[src/rtl/diff_core_pkg.sv]
// Definitions shared across the diffusion core: PE geometry and the
// write-back collector state encoding.
package diff_core_pkg;

  localparam int CONF_PE_ROW = 4;

  typedef enum logic [1:0] {
    IDLE = 2'd0,
    RUN  = 2'd1,
    DONE = 2'd2
  } wb_state_t;

endpackage

[src/rtl/wb_fifo2.sv]
// Two-entry FIFO holding one row's words ahead of the write-port arbiter.
// Head and flags come straight from registers, so ready logic sees a stable full flag.
module wb_fifo2 #(
  parameter int WIDTH = 8
) (
  input  logic             clk,
  input  logic             rst,
  input  logic             clr,
  input  logic             push,
  input  logic [WIDTH-1:0] din,
  input  logic             pop,
  output logic [WIDTH-1:0] dout,
  output logic             empty,
  output logic             full
);

  logic [WIDTH-1:0] mem_r [2];
  logic             wr_ptr_r;
  logic             rd_ptr_r;
  logic [1:0]       cnt_r;
  logic             push_s;
  logic             pop_s;

  assign push_s = push && (cnt_r != 2'd2);
  assign pop_s  = pop && (cnt_r != 2'd0);
  assign dout   = mem_r[rd_ptr_r];
  assign empty  = (cnt_r == 2'd0);
  assign full   = (cnt_r == 2'd2);

  // storage, pointers and occupancy; simultaneous push and pop both take effect
  always_ff @(posedge clk) begin
    if (rst) begin
      mem_r[0] <= '0;
      mem_r[1] <= '0;
      wr_ptr_r <= 1'b0;
      rd_ptr_r <= 1'b0;
      cnt_r    <= 2'd0;
    end else if (clr) begin
      wr_ptr_r <= 1'b0;
      rd_ptr_r <= 1'b0;
      cnt_r    <= 2'd0;
    end else begin
      if (push_s) begin
        mem_r[wr_ptr_r] <= din;
        wr_ptr_r        <= ~wr_ptr_r;
      end
      if (pop_s) begin
        rd_ptr_r <= ~rd_ptr_r;
      end
      cnt_r <= cnt_r + {1'b0, push_s} - {1'b0, pop_s};
    end
  end

endmodule

[src/rtl/fm_wb_collector.sv]
// Write-back collector: buffers per-row word and guard streams and round-robins
// them onto single feature-map and guard buffer write ports with per-row addressing.
module fm_wb_collector
  import diff_core_pkg::*;
#(
  parameter int NUM_ROW    = CONF_PE_ROW,
  parameter int ADDR_WIDTH = 12,
  parameter int CNT_WIDTH  = 10
) (
  input  logic                    clk,
  input  logic                    rst,
  input  logic                    cfg_valid_i,
  output logic                    cfg_ready_o,
  input  logic [ADDR_WIDTH-1:0]   base_addr_i,
  input  logic [ADDR_WIDTH-1:0]   row_stride_i,
  input  logic [CNT_WIDTH-1:0]    word_num_i,
  input  logic [CNT_WIDTH-1:0]    guard_num_i,
  input  logic [NUM_ROW-1:0][7:0] wb_data_i,
  input  logic [NUM_ROW-1:0]      wb_valid_i,
  output logic [NUM_ROW-1:0]      wb_ready_o,
  input  logic [NUM_ROW-1:0][5:0] guard_i,
  input  logic [NUM_ROW-1:0]      guard_valid_i,
  output logic [NUM_ROW-1:0]      guard_ready_o,
  output logic                    fm_wr_en_o,
  output logic [ADDR_WIDTH-1:0]   fm_wr_addr_o,
  output logic [7:0]              fm_wr_data_o,
  input  logic                    fm_wr_ready_i,
  output logic                    guard_wr_en_o,
  output logic [ADDR_WIDTH-1:0]   guard_wr_addr_o,
  output logic [5:0]              guard_wr_data_o,
  input  logic                    guard_wr_ready_i,
  output logic                    done_o
);

  localparam int RW = (NUM_ROW > 1) ? $clog2(NUM_ROW) : 1;

  wb_state_t             state_r, state_s;
  logic [ADDR_WIDTH-1:0] row_base_r [NUM_ROW];
  logic [CNT_WIDTH-1:0]  word_num_r, guard_num_r;
  logic [CNT_WIDTH-1:0]  fm_acc_r [NUM_ROW];
  logic [CNT_WIDTH-1:0]  gd_acc_r [NUM_ROW];
  logic [CNT_WIDTH-1:0]  fm_cnt_r [NUM_ROW];
  logic [CNT_WIDTH-1:0]  gd_cnt_r [NUM_ROW];
  logic [7:0]            fm_head_s [NUM_ROW];
  logic [5:0]            gd_head_s [NUM_ROW];
  logic [NUM_ROW-1:0]    fm_empty_s, fm_full_s, fm_push_s, fm_pop_s;
  logic [NUM_ROW-1:0]    gd_empty_s, gd_full_s, gd_push_s, gd_pop_s;
  logic                  run_s, cfg_fire_s, all_done_s;
  logic [RW-1:0]         fm_ptr_r, fm_hold_r, fm_gnt_s;
  logic [RW-1:0]         gd_ptr_r, gd_hold_r, gd_gnt_s;
  logic [RW:0]           fm_pick_s, gd_pick_s;
  logic                  fm_lock_r, fm_any_s, fm_fire_s;
  logic                  gd_lock_r, gd_any_s, gd_fire_s;

  // First requester at or after ptr; MSB flags that any row requested.
  function automatic logic [RW:0] rr_pick(input logic [NUM_ROW-1:0] req,
                                          input logic [RW-1:0] ptr);
    logic [RW:0] res;
    int          idx;
    res = '0;
    for (int i = NUM_ROW - 1; i >= 0; i--) begin
      idx = (int'(ptr) + i) % NUM_ROW;
      if (req[idx]) res = {1'b1, RW'(idx)};
      else          res = res;
    end
    return res;
  endfunction

  function automatic logic [RW-1:0] next_ptr(input logic [RW-1:0] g);
    return (g == RW'(NUM_ROW - 1)) ? '0 : g + RW'(1);
  endfunction

  for (genvar r = 0; r < NUM_ROW; r++) begin : g_row
    wb_fifo2 #(.WIDTH(8)) u_fm_fifo (
      .clk(clk), .rst(rst), .clr(cfg_fire_s), .push(fm_push_s[r]), .din(wb_data_i[r]),
      .pop(fm_pop_s[r]), .dout(fm_head_s[r]), .empty(fm_empty_s[r]), .full(fm_full_s[r])
    );
    wb_fifo2 #(.WIDTH(6)) u_gd_fifo (
      .clk(clk), .rst(rst), .clr(cfg_fire_s), .push(gd_push_s[r]), .din(guard_i[r]),
      .pop(gd_pop_s[r]), .dout(gd_head_s[r]), .empty(gd_empty_s[r]), .full(gd_full_s[r])
    );
  end

  assign run_s       = (state_r == RUN);
  assign cfg_ready_o = (state_r == IDLE);
  assign done_o      = (state_r == DONE);
  assign fm_push_s   = wb_valid_i & wb_ready_o;
  assign gd_push_s   = guard_valid_i & guard_ready_o;

  // per-row input ready (count includes words still in the FIFO) and layer drain detect
  always_comb begin
    all_done_s = (&fm_empty_s) && (&gd_empty_s);
    for (int r = 0; r < NUM_ROW; r++) begin
      wb_ready_o[r]    = run_s && !fm_full_s[r] && (fm_acc_r[r] < word_num_r);
      guard_ready_o[r] = run_s && !gd_full_s[r] && (gd_acc_r[r] < guard_num_r);
      if ((fm_cnt_r[r] != word_num_r) || (gd_cnt_r[r] != guard_num_r)) all_done_s = 1'b0;
      else                                                               all_done_s = all_done_s;
    end
  end

  // next-state logic
  always_comb begin
    state_s    = state_r;
    cfg_fire_s = 1'b0;
    case (state_r)
      IDLE: begin
        if (cfg_valid_i) begin
          state_s    = RUN;
          cfg_fire_s = 1'b1;
        end else begin
          state_s = IDLE;
        end
      end
      RUN: begin
        if (all_done_s) state_s = DONE;
        else            state_s = RUN;
      end
      DONE:    state_s = IDLE;
      default: state_s = IDLE;
    endcase
  end

  // feature-map port: a stalled grant is locked so later rows cannot pre-empt it
  always_comb begin
    fm_pick_s = rr_pick(~fm_empty_s, fm_ptr_r);
    fm_pop_s  = '0;
    if (fm_lock_r) begin
      fm_gnt_s = fm_hold_r;
      fm_any_s = 1'b1;
    end else begin
      fm_gnt_s = fm_pick_s[RW-1:0];
      fm_any_s = fm_pick_s[RW];
    end
    fm_wr_en_o = fm_any_s && run_s && !rst;
    fm_fire_s  = fm_wr_en_o && fm_wr_ready_i;
    if (fm_fire_s) fm_pop_s[fm_gnt_s] = 1'b1;
    else           fm_pop_s = '0;
    if (fm_wr_en_o) begin
      fm_wr_addr_o = row_base_r[fm_gnt_s] + ADDR_WIDTH'(fm_cnt_r[fm_gnt_s]);
      fm_wr_data_o = fm_head_s[fm_gnt_s];
    end else begin
      fm_wr_addr_o = '0;
      fm_wr_data_o = 8'd0;
    end
  end

  // guard port: independent copy of the feature-map arbiter
  always_comb begin
    gd_pick_s = rr_pick(~gd_empty_s, gd_ptr_r);
    gd_pop_s  = '0;
    if (gd_lock_r) begin
      gd_gnt_s = gd_hold_r;
      gd_any_s = 1'b1;
    end else begin
      gd_gnt_s = gd_pick_s[RW-1:0];
      gd_any_s = gd_pick_s[RW];
    end
    guard_wr_en_o = gd_any_s && run_s && !rst;
    gd_fire_s     = guard_wr_en_o && guard_wr_ready_i;
    if (gd_fire_s) gd_pop_s[gd_gnt_s] = 1'b1;
    else           gd_pop_s = '0;
    if (guard_wr_en_o) begin
      guard_wr_addr_o = row_base_r[gd_gnt_s] + ADDR_WIDTH'(gd_cnt_r[gd_gnt_s]);
      guard_wr_data_o = gd_head_s[gd_gnt_s];
    end else begin
      guard_wr_addr_o = '0;
      guard_wr_data_o = 6'd0;
    end
  end

  // state, configuration, per-row counters and arbiter pointers
  always_ff @(posedge clk) begin
    if (rst) begin
      state_r     <= IDLE;
      word_num_r  <= '0;
      guard_num_r <= '0;
      fm_ptr_r    <= '0;
      gd_ptr_r    <= '0;
      fm_hold_r   <= '0;
      gd_hold_r   <= '0;
      fm_lock_r   <= 1'b0;
      gd_lock_r   <= 1'b0;
      for (int r = 0; r < NUM_ROW; r++) begin
        row_base_r[r] <= '0;
        fm_acc_r[r]   <= '0;
        gd_acc_r[r]   <= '0;
        fm_cnt_r[r]   <= '0;
        gd_cnt_r[r]   <= '0;
      end
    end else begin
      state_r   <= state_s;
      fm_lock_r <= fm_wr_en_o && !fm_wr_ready_i;
      gd_lock_r <= guard_wr_en_o && !guard_wr_ready_i;
      fm_hold_r <= fm_gnt_s;
      gd_hold_r <= gd_gnt_s;
      if (cfg_fire_s) begin
        word_num_r  <= word_num_i;
        guard_num_r <= guard_num_i;
        fm_ptr_r    <= '0;
        gd_ptr_r    <= '0;
        for (int r = 0; r < NUM_ROW; r++) begin
          row_base_r[r] <= base_addr_i + ADDR_WIDTH'(r) * row_stride_i;
          fm_acc_r[r]   <= '0;
          gd_acc_r[r]   <= '0;
          fm_cnt_r[r]   <= '0;
          gd_cnt_r[r]   <= '0;
        end
      end else begin
        if (fm_fire_s) fm_ptr_r <= next_ptr(fm_gnt_s);
        if (gd_fire_s) gd_ptr_r <= next_ptr(gd_gnt_s);
        for (int r = 0; r < NUM_ROW; r++) begin
          if (fm_push_s[r]) fm_acc_r[r] <= fm_acc_r[r] + CNT_WIDTH'(1);
          if (gd_push_s[r]) gd_acc_r[r] <= gd_acc_r[r] + CNT_WIDTH'(1);
          if (fm_pop_s[r])  fm_cnt_r[r] <= fm_cnt_r[r] + CNT_WIDTH'(1);
          if (gd_pop_s[r])  gd_cnt_r[r] <= gd_cnt_r[r] + CNT_WIDTH'(1);
        end
      end
    end
  end

endmodule

[config.mk]
export PLATFORM = sky130hd
export DESIGN_NAME = fm_wb_collector
export DESIGN_NICKNAME = d
export VERILOG_FILES = /design/src/rtl/diff_core_pkg.sv /design/src/rtl/wb_fifo2.sv /design/src/rtl/fm_wb_collector.sv
export SDC_FILE = /design/constraint.sdc
export NUM_CORES = 1
export LEC_CHECK = 0
export CAP_MARGIN = 20
export CORE_MARGIN = 3
export CORE_UTILIZATION = 30
export DETAILED_ROUTE_END_ITERATION = 10
export GPL_ROUTABILITY_DRIVEN = 1
export SLEW_MARGIN = 10
export SYNTH_ARGS = -nofsm -noshare
export SYNTH_HDL_FRONTEND = slang
export SYNTH_SLANG_ARGS = --single-unit
[constraint.sdc]
create_clock -name clk -period 7.3 [get_ports clk]
set_input_delay 2.19 -clock clk [delete_from_list [all_inputs] [get_ports clk]]
set_output_delay 2.19 -clock clk [all_outputs]
set_load 0.02 [all_outputs]
=== Word-level counts from Yosys, hierarchy flattened ===
Memories as Yosys holds them, arrays and structs flattened. A register that Yosys moved wholly into a read port is not among the register bits.
Cells that the tools add are included.

* Memories kept: 13
* Logic and storage cells: 536
* Bits in registers: 64
* RAM bits: 320
* Input port bits: 113

{| class="wikitable"
|+ Memories
! name !! words !! bits a word !! rd ports !! clocked after Yosys merged registers in !! write ports !! line !! source
|-
| row_base_r || 4 || 12 || 2 || 0 || 4 || fm_wb_collector.sv:38 || <nowiki>logic [ADDR_WIDTH-1:0] row_base_r [NUM_ROW];</nowiki>
|-
| fm_acc_r || 4 || 10 || 4 || 0 || 4 || fm_wb_collector.sv:40 || <nowiki>logic [CNT_WIDTH-1:0] fm_acc_r [NUM_ROW];</nowiki>
|-
| fm_cnt_r || 4 || 10 || 5 || 0 || 4 || fm_wb_collector.sv:42 || <nowiki>logic [CNT_WIDTH-1:0] fm_cnt_r [NUM_ROW];</nowiki>
|-
| gd_acc_r || 4 || 10 || 4 || 0 || 4 || fm_wb_collector.sv:41 || <nowiki>logic [CNT_WIDTH-1:0] gd_acc_r [NUM_ROW];</nowiki>
|-
| gd_cnt_r || 4 || 10 || 5 || 0 || 4 || fm_wb_collector.sv:43 || <nowiki>logic [CNT_WIDTH-1:0] gd_cnt_r [NUM_ROW];</nowiki>
|-
| g_row[0].u_fm_fifo.mem_r || 2 || 8 || 1 || 1 || 2 || wb_fifo2.sv:17 || <nowiki>logic [WIDTH-1:0] mem_r [2];</nowiki>
|-
| +7 memories || n/a || n/a || n/a || n/a || n/a || n/a ||
|}

* Multiplexer cells: 238
* Add/sub/neg operators: 45
* Bitwise operators: 64
* Equal/unequal tests: 28
* Multipliers: 1
* Magnitude comparators: 22
* Reductions and logical operators: 92

{| class="wikitable"
|+ Operator list
! operator !! count
|-
| $mux 10 || 32
|-
| $add 10x1->10 const B || 16
|-
| $mux 1 || 158
|-
| $lt 10x10->1 || 8
|-
| $ne 10x10->1 || 8
|-
| $mux 12 || 6
|-
| $mux 8 || 7
|-
| $logic_and 1x1->1 || 43
|-
| $mux 6 || 7
|-
| $add 12x12->12 || 3
|-
| $or 1x1->1 || 36
|-
| $reduce_or 8->1 || 4
|-
| $add 12x10->12 || 2
|-
| $lt 3x4->1 const B || 6
|-
| $mux 3 || 8
|-
| $reduce_or 6->1 || 4
|-
| $eq 2x2->1 const B || 11
|-
| $logic_not 2->1 || 9
|-
| $add 2x1->2 || 8
|-
| $bmux 1 s2 || 8
|-
| $bmux 8 s2 || 1
|-
| $ne 2x2->1 const B || 8
|-
| $not 1->1 || 16
|-
| $reduce_bool 2->1 || 8
|-
| other kinds (21) || 73
|}

=== Depth between registers and ports, before layout ===
* Word-level depth: 21
* Mapped depth: 18
* Gate-level depth less buffers: 16

=== Hierarchy ===
From an unflattened synthesis, not the netlist that was laid out.

* Cells, all modules: 2463
* Area, all modules: 24190.7 um^2

{| class="wikitable"
|+ By module, submodules not included
! module !! cells each !! seq. area each (um^2) !! times used !! area each (um^2)
|-
| fm_wb_collector || 1947 || 6426.2 || 1 || 17279.1
|-
| wb_fifo2 at g_row[0].u_fm_fifo ... || 70 || 580.6 || 4 || 949.7
|-
| wb_fifo2 at g_row[0].u_gd_fifo ... || 59 || 460.4 || 4 || 778.2
|}

=== Least setup slack after synthesis ===
OpenSTA, ideal clock, no wires.

* Kind: reg2out
* Start point: register g_row[1].u_gd_fifo.cnt_r[0]
* End point: output port guard_wr_addr_o[10]
* Arrival: 3.864 ns
* Path slack: 1.246 ns
* Stages on the path, launching flop included: 18
* Cell sequence: dfxtp_1 > or2_0 > o311a_1 > o31ai_4 > inv_1 > clkbuf_1 > nand2_1 > and3_1 > a31oi_1 > ha_1 > fa_1 > a21o_1 > a21oi_1 > o21ai_0 > o41ai_1 > o211ai_1 > xnor2_1 > nor2_1

* Longest elaborated chain between the ends: 13
* Elaborated cells on any way between the ends: 25
* Those cells by class: 1 x add/sub; 18 x mux; 1 x bitwise; 3 x reduce/logical; 2 x memory

{| class="wikitable"
|+ RTL lines
! what !! line !! source
|-
| from (decl) || wb_fifo2.sv:20 || <nowiki>logic [1:0] cnt_r;</nowiki>
|-
| from (signal assigned) || wb_fifo2.sv:50 || <nowiki>cnt_r <= cnt_r + {1'b0, push_s} - {1'b0, pop_s};</nowiki>
|-
| $logic_not 2->1 (*) || wb_fifo2.sv:27 || <nowiki>assign empty = (cnt_r == 2'd0);</nowiki>
|-
| $not 4->4 (*) || fm_wb_collector.sv:149 || <nowiki>gd_pick_s = rr_pick(~gd_empty_s, gd_ptr_r);</nowiki>
|-
| $bmux 1 s2 || fm_wb_collector.sv:63 || <nowiki>if (req[idx]) res = {1'b1, RW'(idx)};</nowiki>
|-
| $mux 1 (implied by the code) (2 in a row) || fm_wb_collector.sv:63 ||
|-
| $mux 3 (3 in a row) || fm_wb_collector.sv:63 ||
|-
| $mux 3 (*) || fm_wb_collector.sv:63 ||
|-
| $mux 2 / $mux 1 (equally long branches) || fm_wb_collector.sv:151 || <nowiki>if (gd_lock_r) begin</nowiki>
|-
| $mem_v2 4x12 (tied with other cells) || n/a ||
|-
| $add 12x10->12 / $logic_and 1x1->1 (equally long branches) || fm_wb_collector.sv:163, fm_wb_collector.sv:158 ||
|-
| $mux 12 (*) || fm_wb_collector.sv:162 || <nowiki>if (guard_wr_en_o) begin</nowiki>
|-
| to (decl) || fm_wb_collector.sv:29 || <nowiki>output logic [ADDR_WIDTH-1:0] guard_wr_addr_o,</nowiki>
|}

Mark *: on every way between the ends. The rest lies on a longest branch, timed or not. The select of a mux whose other input is x is not followed.

=== Final worst setup path ===
* Start point: register fm_ptr_r[1]
* End point: output port fm_wr_addr_o[10]

* Longest elaborated chain between the ends: 12
* Elaborated cells on any way between the ends: 26
* Those cells by class: 4 x add/sub; 18 x mux; 2 x reduce/logical; 2 x memory

{| class="wikitable"
|+ RTL lines
! what !! line !! source
|-
| from (decl) || fm_wb_collector.sv:49 || <nowiki>logic [RW-1:0] fm_ptr_r, fm_hold_r, fm_gnt_s;</nowiki>
|-
| from (signal assigned) || fm_wb_collector.sv:209 || <nowiki>if (fm_fire_s) fm_ptr_r <= next_ptr(fm_gnt_s);</nowiki>
|-
| $add 2x2->2 || fm_wb_collector.sv:62 || <nowiki>idx = (int'(ptr) + i) % NUM_ROW;</nowiki>
|-
| $bmux 1 s2 || fm_wb_collector.sv:63 ||
|-
| $mux 1 (implied by the code) (2 in a row) || fm_wb_collector.sv:63 ||
|-
| $mux 3 (3 in a row) || fm_wb_collector.sv:63 ||
|-
| $mux 3 (*) || fm_wb_collector.sv:63 ||
|-
| $mux 2 / $mux 1 (equally long branches) || fm_wb_collector.sv:127 || <nowiki>if (fm_lock_r) begin</nowiki>
|-
| $mem_v2 4x12 (tied with other cells) || n/a ||
|-
| $add 12x10->12 / $logic_and 1x1->1 (equally long branches) || fm_wb_collector.sv:139, fm_wb_collector.sv:134 ||
|-
| $mux 12 (*) || fm_wb_collector.sv:138 || <nowiki>if (fm_wr_en_o) begin</nowiki>
|-
| to (decl) || fm_wb_collector.sv:25 || <nowiki>output logic [ADDR_WIDTH-1:0] fm_wr_addr_o,</nowiki>
|}

Marks and branches as above.

==> summary.txt <==
final setup skew -> 29.0 ps
io pins -> 163
placed insts -> 3616
GRT Util Overall -> 0.161
Yosys warning count -> 0
Data required, critical path -> 5110 ps
CTS clk-pin slew, worst paths -> 60 ps
net count after synthesis -> 2770
Least-Margin Pin Slew -> 905 ps
Rows -> 102
Detailed Place HPWL -> 52200 um
setup TNS -> 0 ps
clk_lat worst skew -> 590 ps
die height -> 288 um
routed vias -> 18600
GRT overflow -> 0
Synth area leaders -> edfxtp_1 35%, dfxtp_1 9.4%, ha_1 8.4%, nor2_1 4.6%, xor2_1 4.0%
Max Freq -> 141 MHz
slew margin rel. -> 0.381
Unique masters post-synth -> 66
share of the synthesized area in the top cell type -> 0.350
number of synthesized flops with an enable pin -> 278
CTS Buffer Depth -> 3
reg2reg path depth -> 14
first-pass GRT wire length -> 104000 um
Initial DRT Pass Iterations -> 5
type of origin of the critical path -> flop
top_reg_cell synth -> edfxtp_1
Leak Pwr -> 0.0108 uW
post-synthesis cell count -> 2482
number of global-route vias before repair -> 17600
Top delay family on crit path -> compound AO/OA/AOI/OAI gates
TritonCTS Buffers -> 44
initial antenna violation count -> 4
Post-Syn Area per Cell -> 9.60 um2
period utilization -> 0.972
cts hold-fix bufs -> 0
CP most frequent cell -> o21ai_0
arrival time worst endpoint -> 4900 ps
root buf cell -> clkbuf_16
fraction of registers with async set/reset -> 0
Max Cap Viol -> 0
top-count cell post-synth -> nor2_1
drt via density -> 5.04
Synth area leader -> edfxtp_1
run status -> finished, final reports clean
flops & latches, synth -> 390
Final Hold Fails -> 0
layout cells sized above 1 -> 0.0579
Sinks on Clock Net -> 390
Avg WL per Cell -> 18.6 um
Max Slew Vio Count -> 0
CTS tree -> done
Seq/Total Area, Yosys -> 0.444
DRT Wirelength -> 68700 um
most frequent cells after synthesis -> 293 x nor2_1, 278 x edfxtp_1, 255 x nand2_1
final setup fails -> 0
worst reg2reg setup slack -> 3440 ps
Hold WS -> 473 ps
crit end category -> primary output
Final Critical Period -> 7090 ps
maximum VDD drop -> 0.160 mV
Final Util -> 0.361
maximum fanout along the worst path -> 25
Synth Cell Area -> 23800 um2
crit-path cells -> o21ai_0 -> a21boi_0 -> o21a_1 -> o21a_1 -> buf_6 -> and3_1 -> a31oi_1 -> ha_1 -> fa_1 -> a21o_1 -> a21oi_1 -> o21ai_0 -> o41ai_2 -> o21ai_0 -> xnor2_1 -> nor2_1 -> clkdlybuf4s50_1
Hold Path Depth -> 2
delay of the slowest critical-path stage -> 610 ps
slowest CP cell -> clkdlybuf4s50_1
CP bufs+invs -> 2
Die ar. -> 82800 um2
DRT iter0 DRCs -> 1401
cell count along the critical path -> 17
residual DRC count -> 0
Final ANT Viol Nets -> 0
IO Port Bufs -> 162
Starting Density -> 0.305
non-filler cells, final -> 3699
H-tree Lvls -> 2
routability-driven placement congestion ratio -> 0.897
Layout area overhead -> 18.3%
fin nets -> 2910
critical path class -> reg2out
Die X -> 288 um
Core ar. -> 78100 um2
PwrDens -> 226 nW/um2
largest net degree at the start of global routing -> 71
Post-CTS Setup Bufs -> 0
Hold WC Path Type -> reg2reg
worst min-delay path, stage by stage, from the launching register on:
cell and delay, ps:
dfxtp_1 320, nand2_1 60, mux2i_1 50
metrics by stage:
stage          worst slack [ps]  cell area (um2)  total power [uW]
6_report                    208            28200              6360
5_1_grt                   -14.9            28200              6660
4_1_cts                    18.0            28100              6390
3_5_place_dp                486            26600              4160
3_3_place_gp                543            26600              4150
2_1_floorplan              1250            23800              3630
per-layer routing:
| metal | vias to the layer above | track usage | routed length (um) | part of all wire |
|---|---|---|---|---|
| met5 | - | 0 | 23 | 0.00034 |
| met4 | 4 | 0.0465 | 1900 | 0.028 |
| met3 | 99 | 0.0262 | 3860 | 0.056 |
| met2 | 515 | 0.271 | 32800 | 0.48 |
| met1 | 8840 | 0.212 | 30100 | 0.44 |
| li1 | 9179 | - | - | - |
cells in the final DEF, fill, tap and decap left out, types with 6 or more instances in the layout:
master           count
clkinv_2             7
nor3b_1             27
nand3_1            122
mux2i_1             46
clkbuf_16           45
o21ai_0             72
a31oi_1             37
and3_1             122
a31o_2               6
o21a_1              30
nand2b_1            25
o211ai_1             6
clkbuf_1            10
ha_1               160
nand4_1             12
a211o_1              8
nor3_1              38
a211oi_1            58
xor2_1             110
nand2_1            255
and2_1              83
buf_4               35
nor2b_1             39
a21o_1              42
clkbuf_8             8
a21oi_1             94
clkdlybuf4s50_1    157
or2_2                7
o2111ai_1            9
fa_1                15
inv_1               71
nor2_1             290
dfxtp_1            111
or4_1                6
or3_1               18
edfxtp_1           278
nor4_1              10
xnor2_1             85
flip-flops by register name, summed over array words and instances, names as in the netlist, 2 cells and up, named ones only:
signal,cells
g_row.u_fm_fifo.mem_r,64
g_row.u_gd_fifo.mem_r,48
row_base_r,46
fm_acc_r,40
fm_cnt_r,40
gd_acc_r,40
gd_cnt_r,40
guard_num_r,10
word_num_r,10
g_row.u_fm_fifo.cnt_r,8
g_row.u_gd_fifo.cnt_r,8
g_row.u_fm_fifo.rd_ptr_r,4
g_row.u_fm_fifo.wr_ptr_r,4
g_row.u_gd_fifo.rd_ptr_r,4
g_row.u_gd_fifo.wr_ptr_r,4
fm_hold_r,2
fm_ptr_r,2
gd_hold_r,2
gd_ptr_r,2
state_r,2
final timing paths:
check,start,to
hold / removal,gd_acc_r[2][9],gd_acc_r[2][9]
setup / recovery,fm_ptr_r[1],fm_wr_addr_o[10]
setup reg to reg,g_row[1].u_gd_fifo.cnt_r[0],g_row[3].u_gd_fifo.cnt_r[1]
hold reg to reg,gd_acc_r[2][9],gd_acc_r[2][9]
power by group:
part           total (uW)  internal (uW)  switching, uW  leakage (uW)
logic                1450            590            857       0.00620
registers            2690           2530            165       0.00388
clock network        2220           1270            952      0.000708
total                6360           4380           1970        0.0108
final cells by class:
class / count / area, um2
diodes: 1 / 2.50
clock buffers: 63 / 1270
clock inverters: 19 / 193
fillers: 7908 / 49900
inverters: 74 / 287
multi-input cells: 1911 / 12600
flip-flops and latches: 390 / 10600
well taps: 1040 / 1300
repair buffers: 201 / 1930
cells by family after synthesis:
kind of cell	Yosys count	synth area share
DFF	390	0.444
AOI/OAI and AO/OA	426	0.119
buffers and inverters	181	0.0307
muxes	49	0.0207
xor gates and xnor gates	195	0.0717
and+or+nand+nor	1066	0.217
adders and majority gates	175	0.0966
timing repair:
item / CTS / global route
pin swaps: 0 / 0
gates resized for setup: 3 / 25
cloned: 0 / 0
setup endpoints to repair: 4 / 8
Power figures use the tool's default switching activity.
